## src/rtl/pc_unit.sv

```systemverilog
// ============================================================================
// Module      : pc_unit
// Description : Program counter with next-PC selection, a circular
//               return-address stack and an exception PC register.
// Revision    : 1.0 - initial release
// ============================================================================
`default_nettype none

module pc_unit #(
    parameter int                 WIDTH      = 32,
    parameter logic [WIDTH-1:0]   RESET_ADDR = '0,
    parameter logic [WIDTH-1:0]   TRAP_ADDR  = 32'h0000_0100,
    parameter int                 IMM_SHIFT  = 1,
    parameter int                 RAS_DEPTH  = 4
) (
    input  logic             clk,
    input  logic             Reset,
    input  logic             PCWre,
    input  logic [1:0]       PCSrc,
    input  logic [WIDTH-1:0] immediate,
    input  logic [WIDTH-1:0] target,
    input  logic             push,
    input  logic             pop,
    input  logic             trap,
    input  logic             eret,
    output logic [WIDTH-1:0] Address,
    output logic [WIDTH-1:0] PCPlus4,
    output logic [WIDTH-1:0] EPC,
    output logic             ras_empty,
    output logic             ras_full,
    output logic             ras_underflow
);

    localparam int               c_PTR_W     = (RAS_DEPTH > 1) ? $clog2(RAS_DEPTH) : 1;
    localparam int               c_CNT_W     = c_PTR_W + 1;
    localparam logic [c_CNT_W-1:0] c_DEPTH_CNT = c_CNT_W'(RAS_DEPTH);
    localparam logic [WIDTH-1:0] c_FOUR      = WIDTH'(4);

    localparam logic [1:0] c_SRC_SEQ = 2'b00;
    localparam logic [1:0] c_SRC_REL = 2'b01;
    localparam logic [1:0] c_SRC_ABS = 2'b10;
    localparam logic [1:0] c_SRC_REG = 2'b11;

    logic [WIDTH-1:0]   r_address;
    logic [WIDTH-1:0]   r_epc;
    logic [c_PTR_W-1:0] r_top;
    logic [c_CNT_W-1:0] r_count;
    logic               r_underflow;
    logic [WIDTH-1:0]   r_ras [RAS_DEPTH];

    logic [WIDTH-1:0]   w_pc_plus4;
    logic [WIDTH-1:0]   w_branch;
    logic [WIDTH-1:0]   w_next_pc;
    logic [c_PTR_W-1:0] w_top_inc;
    logic [c_PTR_W-1:0] w_wr_idx;
    logic               w_adv;
    logic               w_do_pop;
    logic               w_pop_ok;
    logic               w_do_push;
    logic               w_empty;
    logic               w_full;

    assign w_pc_plus4 = r_address + c_FOUR;
    assign w_branch   = w_pc_plus4 + (immediate << IMM_SHIFT);
    assign w_top_inc  = r_top + 1'b1;
    assign w_empty    = (r_count == '0);
    assign w_full     = (r_count == c_DEPTH_CNT);

    // Stack side effects only happen on an advancing, non-trap, non-eret cycle.
    assign w_adv     = PCWre & ~trap;
    assign w_do_pop  = w_adv & ~eret & pop;
    assign w_pop_ok  = w_do_pop & ~w_empty;
    assign w_do_push = w_adv & ~eret & push;

    // A combined push+pop overwrites the slot just popped.
    assign w_wr_idx  = w_pop_ok ? r_top : w_top_inc;

    always_comb begin
        w_next_pc = r_address;
        if (trap) begin
            w_next_pc = TRAP_ADDR;
        end else if (PCWre) begin
            if (eret) begin
                w_next_pc = r_epc;
            end else if (pop) begin
                w_next_pc = w_empty ? w_pc_plus4 : r_ras[r_top];
            end else begin
                case (PCSrc)
                    c_SRC_SEQ: w_next_pc = w_pc_plus4;
                    c_SRC_REL: w_next_pc = w_branch;
                    c_SRC_ABS: w_next_pc = immediate;
                    c_SRC_REG: w_next_pc = target;
                    default:   w_next_pc = w_pc_plus4;
                endcase
            end
        end
    end

    always_ff @(posedge clk) begin
        if (!Reset) begin
            r_address   <= RESET_ADDR;
            r_epc       <= '0;
            r_top       <= '0;
            r_count     <= '0;
            r_underflow <= 1'b0;
        end else begin
            r_address <= w_next_pc;
            if (trap) begin
                r_epc <= r_address;
            end
            if (w_do_pop && w_empty) begin
                r_underflow <= 1'b1;
            end
            if (w_pop_ok && !w_do_push) begin
                r_top   <= r_top - 1'b1;
                r_count <= r_count - 1'b1;
            end else if (w_do_push && !w_pop_ok) begin
                r_top <= w_top_inc;
                if (!w_full) begin
                    r_count <= r_count + 1'b1;
                end
            end
        end
    end

    // Entry contents need no reset; only the pointer and count are meaningful.
    always_ff @(posedge clk) begin
        if (Reset && w_do_push) begin
            r_ras[w_wr_idx] <= w_pc_plus4;
        end
    end

    assign Address       = r_address;
    assign PCPlus4       = w_pc_plus4;
    assign EPC           = r_epc;
    assign ras_empty     = w_empty;
    assign ras_full      = w_full;
    assign ras_underflow = r_underflow;

endmodule

`default_nettype wire
```

## config.mk

```make
export PLATFORM = sky130hd
export DESIGN_NAME = pc_unit
export DESIGN_NICKNAME = d
export VERILOG_FILES = /design/src/rtl/pc_unit.sv
export SDC_FILE = /design/constraint.sdc
export NUM_CORES = 1
export LEC_CHECK = 0
export CORE_ASPECT_RATIO = 0.7
export CORE_MARGIN = 4
export CORE_UTILIZATION = 59
export CTS_BUF_LIST = sky130_fd_sc_hd__clkbuf_8 sky130_fd_sc_hd__clkbuf_16
export CTS_CLUSTER_DIAMETER = 30
export DETAILED_ROUTE_END_ITERATION = 7
export GPL_TIMING_DRIVEN = 1
export PLACE_DENSITY = 0.85
export SYNTH_ARGS = -nofsm -noshare
export SYNTH_HDL_FRONTEND = slang
export SYNTH_SLANG_ARGS = --single-unit
```

## constraint.sdc

```tcl
create_clock -name clk -period 12.7 [get_ports clk]
set_input_delay 2.54 -clock clk [delete_from_list [all_inputs] [get_ports clk]]
set_output_delay 2.54 -clock clk [all_outputs]
set_load 0.03 [all_outputs]
```

Word level (Yosys, flattened, before mapping)
Memory sizes are Yosys's and may differ from the RTL's. A register that Yosys moved wholly into a read port is not among the register bits.
Cells that the tools add are included.
{"block": "totals", "ff_bits": 70, "ramBits": 128, "in_bits": 73, "output_inout_bits": 99, "word_cells": 55, "mem_count": 1}
{"name": "r_ras", "depth": 4, "word_bits": 32, "read_ports": 1, "rd_clocked_by_memory_dff": 1, "wr": 1, "line": "49", "source": "logic [WIDTH-1:0] r_ras [RAS_DEPTH];"}
{"block": "classes", "n_addsub": 6, "n_eq_ne": 5, "mux": 16, "bitwise": 9, "n_reduce_logical": 12}
{"cell": "32-bit case mux with 4 select lines", "count": 1}
{"cell": "32-bit 2-to-1 mux", "count": 3}
{"cell": "32-bit by 3-bit adder with 32-bit output, second input constant", "count": 1}
{"cell": "32-bit adder", "count": 1}
{"cell": "9-bit 2-to-1 mux", "count": 2}
{"cell": "2-bit 2-to-1 mux", "count": 5}
{"cell": "3-bit 2-to-1 mux", "count": 3}
{"cell": "1-bit AND", "count": 5}
{"cell": "2-bit == test, second input constant", "count": 2}
{"cell": "1-bit logical AND", "count": 4}
{"cell": "1-bit inverter", "count": 4}
{"cell": "2-bit nonzero test", "count": 2}
{"cell": "3-bit by 1-bit adder with 3-bit output, second input constant", "count": 1}
{"cell": "3-bit == test, second input constant", "count": 1}
{"cell": "3-bit logical NOT", "count": 1}
{"cell": "3-bit by 1-bit subtractor with 3-bit output, second input constant", "count": 1}
{"cell": "2-bit by 1-bit adder with 2-bit output, second input constant", "count": 1}
{"cell": "2-bit by 1-bit == test with 1-bit output, second input constant", "count": 1}
{"cell": "1-bit logical NOT", "count": 2}
{"cell": "2-bit logical NOT", "count": 1}
{"cell": "1-bit 2-to-1 mux", "count": 2}
{"cell": "2-bit by 1-bit inequality test with 1-bit output, second input constant", "count": 1}
{"cell": "2-bit AND reduction", "count": 1}
{"cell": "2-bit OR reduction", "count": 1}
{"cell": "2-bit by 1-bit subtractor with 2-bit output, second input constant", "count": 1}

Longest topological paths before layout
{"block": "depth", "word_depth": 11, "mapped_depth": 16, "ltp_nobuf": 14}

Worst setup path before layout
No wires, ideal clock.
{"block": "synth_timing", "kind": "input to register", "start": "in eret", "end": "mem r_ras[3][0], enable pin", "setup_time_ns": 0.502, "arrival_time_ns": 6.564, "required_ns": 12.198, "path_slack_ns": 5.634, "stages": 7, "n_path_buf": 2, "path_cell_list": "nand2b_1 -> nor2_1 -> clkbuf_8 -> buf_2 -> nand2_1 -> and2_1 -> nor4_1"}
{"block": "synth_via", "elab_chain_cells": 6, "elab_cells_between_ends": 9, "classes_between": "mux (3); bitwise (5); reduce/logical (1)"}
{"item": "start: declaration", "line": "25", "source": "input logic eret,"}
{"item": "1-bit inverter *", "line": "71, 73"}
{"item": "1-bit AND *", "line": "71, 73"}
{"item": "1-bit AND", "line": "73", "source": "assign w_do_push = w_adv & ~eret & push;"}
{"item": "1-bit logical AND", "line": "128", "source": "if (Reset && w_do_push) begin"}
{"item": "1-bit 2-to-1 mux", "line": "128"}
{"item": "1-bit 2-to-1 mux (not written as such)", "line": "129", "source": "r_ras[w_wr_idx] <= w_pc_plus4;"}
{"item": "end: declaration", "line": "49"}
Mark *: on every way between the ends. The rest lies on a longest branch, timed or not.

Worst setup path after layout
{"block": "layout_timing", "start": "reg r_address[2], in the netlist Address[2]", "end": "out PCPlus4[24]"}
{"block": "layout_via", "elab_chain_cells": 1}
{"item": "start: declaration", "line": "44", "source": "logic [WIDTH-1:0] r_address;"}
{"item": "start signal: assignment", "line": "107", "source": "r_address <= w_next_pc;"}
{"item": "32-bit by 3-bit adder with 32-bit output", "line": "63", "source": "assign w_pc_plus4 = r_address + c_FOUR;"}
{"item": "end: declaration", "line": "27", "source": "output logic [WIDTH-1:0] PCPlus4,"}
No other way between the ends.

==> impl_metrics.tcl <==
set metrics [dict create \
    timing.fmax_mhz 155 \
    synth-seq-cells 200 \
    fin_nets 1288 \
    final_hold_viol_count 0 \
    gp_congestion 1.00 \
    worstSetupPathType "reg2out" \
    ir_worst_vdd_mv 0.0833 \
    min_period_ns 6.43 \
    synthSimpleGateAreaFrac_pct 12.4 \
    grt_usage_pct 33.9 \
    synth_edf_count 128 \
    r2r_start "Address[2]$_SDFFE_PP0P_" \
    post-cts-setup-buffer-count 0 \
    ys_types 74 \
    yosys.area_share.adder_pct 4.39 \
    nFillCells 1269 \
    via_per_inst 6.87 \
    die-area_sq_um 21200 \
    crit_slowest_cell "clkdlybuf4s50_1" \
    drt-total-wl_microns 36400 \
    drtAntennaViolNets 0 \
    synth_compound_area_share_pct 16.7 \
    worst_pin_slew_ns 1.04 \
    via_count 9795 \
    synthTopCellsByCount "128 x edfxtp_1, 91 x nor2_1, 87 x nand2_1" \
    antenna_cells 0 \
    yosys.cell_count.top_type "edfxtp_1" \
    skew_ns 0.0152 \
    synth.mux.area_fraction_pct 12.0 \
    p_leak_nw 4.99 \
    die_y_microns 123 \
    grt_pass1_vias 9563 \
    cts_resized 0 \
    synth_seq_area_share_pct 47.3 \
    grt_start_max_net_pins 61 \
    cts_tree "built" \
    crit_path_start_kind "flip-flop" \
    cts_buffers 17 \
    drive_gt1_share_pct 10.2 \
    synth_top_family_by_area "compound AO/OA/AOI/OAI gates" \
    first_pass_iters 7 \
    cts_buffer_depth 2 \
    core_area_sq_um 18300 \
    clock-sinks 200 \
    synth_top_flop_cell "edfxtp_1" \
    path_max_fanout 8 \
    max-cap-violations 0 \
    rsz0062_at_grt "no" \
    cts_max_level 4 \
    crit_path_end_kind "output pin" \
    fin_setup_tns_ns 0 \
    initial_utilization_pct 61.0 \
    die_x_microns 173 \
    yosys_warnings 0 \
    hold_class "reg2reg" \
    critPathBufInv 1 \
    synth_area_leaders "edfxtp_1 34%, dfxtp_1 13%, mux4_2 7.3%" \
    syn_area_sq_um 11200 \
    drt_iter0_drc 1665 \
    gr-total-overflow 0 \
    crit_start "Address[2]$_SDFFE_PP0P_" \
    cp_top_family "simple AND/OR/NAND/NOR gates" \
    io_buffers 171 \
    antenna_found_initial 0 \
    fp-row-count 41 \
    hpwlAfterDp_microns 24600 \
    finalCritPeriodShare_pct 50.7 \
    route.detailed.drc 0 \
    cp_data_arrival_time_ns 3.89 \
    synth_xor_area_share_pct 3.66 \
    syn_avg_cell_area_sq_um 10.9 \
    slowest_delay_ns 0.80 \
    hold_buffers 0 \
    wire_per_inst_microns 25.5 \
    setup_viol 0 \
    grt_pass1_wl_microns 55500 \
    async_flop_share_pct 0 \
    insertion_delay_ns 0.45 \
    cts.reportedPaths.clkPinSlew_ns 0.08 \
    status "completed" \
    ioPinCount 172 \
    cp_cell_sequence "ha_1 > nand4_1 > nor4_4 > nand2_1 > nor2_1 > xor2_1 > clkdlybuf4s50_1" \
    power.density_nw_per_um2 110 \
    syn_nets 1138 \
    finalPower_mw 1.50 \
    root_buffer "clkbuf_16" \
    cp.required_ns 10.16 \
    yosys.area.top_type "edfxtp_1" \
    syn_inst 1027 \
    syn_to_final_growth_pct 22.3 \
    synth_top_area_share_pct 34.4 \
    hold_start "ras_underflow$_SDFFE_PN0P_" \
    drv_slew 0 \
    relSlewSlack_pct 30.7 \
]
[per-layer routing]
| layer | vias to the layer above | part of all wire (%) | GRT usage, % | routed length [microns] |
|---|---|---|---|---|
| li1 | 4236 | - | - | - |
| met1 | 4696 | 41 | 47.8 | 15000 |
| met2 | 744 | 43 | 52.4 | 15600 |
| met3 | 119 | 13 | 8.92 | 4700 |
| met4 | 0 | 2.9 | 10.3 | 1060 |
| met5 | - | 0 | 0 | 0 |
[sequential cells by signal (all words and copies together) (netlist names), named ones only]
register / flops
Address: 30
EPC: 32
r_count: 3
r_ras: 128
r_top: 2
ras_underflow: 1
[layout make-up]
class / count / area (sq um) / share of cell area [%]
flip-flops and latches: 200 / 5290 / 38.7
well taps: 236 / 295 / 2.16
inverters: 33 / 124 / 0.907
clock inverters: 14 / 171 / 1.25
multi-input cells: 736 / 5510 / 40.3
repair buffers: 189 / 1830 / 13.4
clock buffers: 18 / 450 / 3.30
[placed cells by master, fill, tap and decap left out, types with 18 or more instances in the layout]
master	count
dfxtp_1	71
inv_1	32
o21ai_0	51
xnor2_1	27
edfxtp_1	128
a21oi_1	67
ha_1	36
mux4_2	36
buf_4	18
clkdlybuf4s50_1	168
mux2i_1	48
nand3_1	24
nor2_1	88
a221oi_1	20
nand2_1	87
clkbuf_16	18
[cells by family after synthesis]
group	Yosys count
flops	200
xor+xnor	45
simple gates	288
buf+inv	91
compound gates	277
mux	88
fa+ha+maj	38
[stage by stage]
step                hold slack [ns]  instance area (sq um)  util, %  setup WS (ns)  instances
global placement              0.473                  13000     71.2           6.90       1394
detailed placement            0.484                  13000     71.2           6.78       1394
finish                        0.501                  13700     74.6           6.27       1426
global route                  0.550                  13700     74.6           6.11       1426
CTS                           0.507                  13700     74.6           6.37       1426
floorplan                     0.461                  11200        -           5.63       1027
[power by group]
part	total, mW	switching, mW	leakage (nW)	internal, mW
clock network	0.561	0.281	0.300	0.279
registers	0.708	0.0119	1.78	0.696
logic	0.233	0.140	2.92	0.0937
total	1.50	0.433	4.99	1.07
[path summary, 6_finish.rpt]
path                            slack [ns]  cells past startpoint                    endpoint
worst max-delay path                  6.27                      7                 PCPlus4[24]
worst min-delay path                  0.50                      2  ras_underflow$_SDFFE_PN0P_
worst max register to register        7.91                     14    Address[29]$_SDFFE_PP0P_
worst min register to register        0.50                      2  ras_underflow$_SDFFE_PN0P_
[worst reg2reg max path, cell delays in order (launching register included)]
cell and delay, ns:
dfxtp_1 0.47, ha_1 0.26, nand4_1 0.30, nor4_4 0.70
nand3_1 0.22, xnor2_1 0.48, ha_1 0.26, inv_1 0.09
nor2_1 0.24, nand4_1 0.17, a311oi_1 0.66, o211ai_1 0.26
a211oi_1 0.35, o41ai_1 0.12, a21oi_1 0.12
No activity file was read; power rests on OpenSTA's default activity.
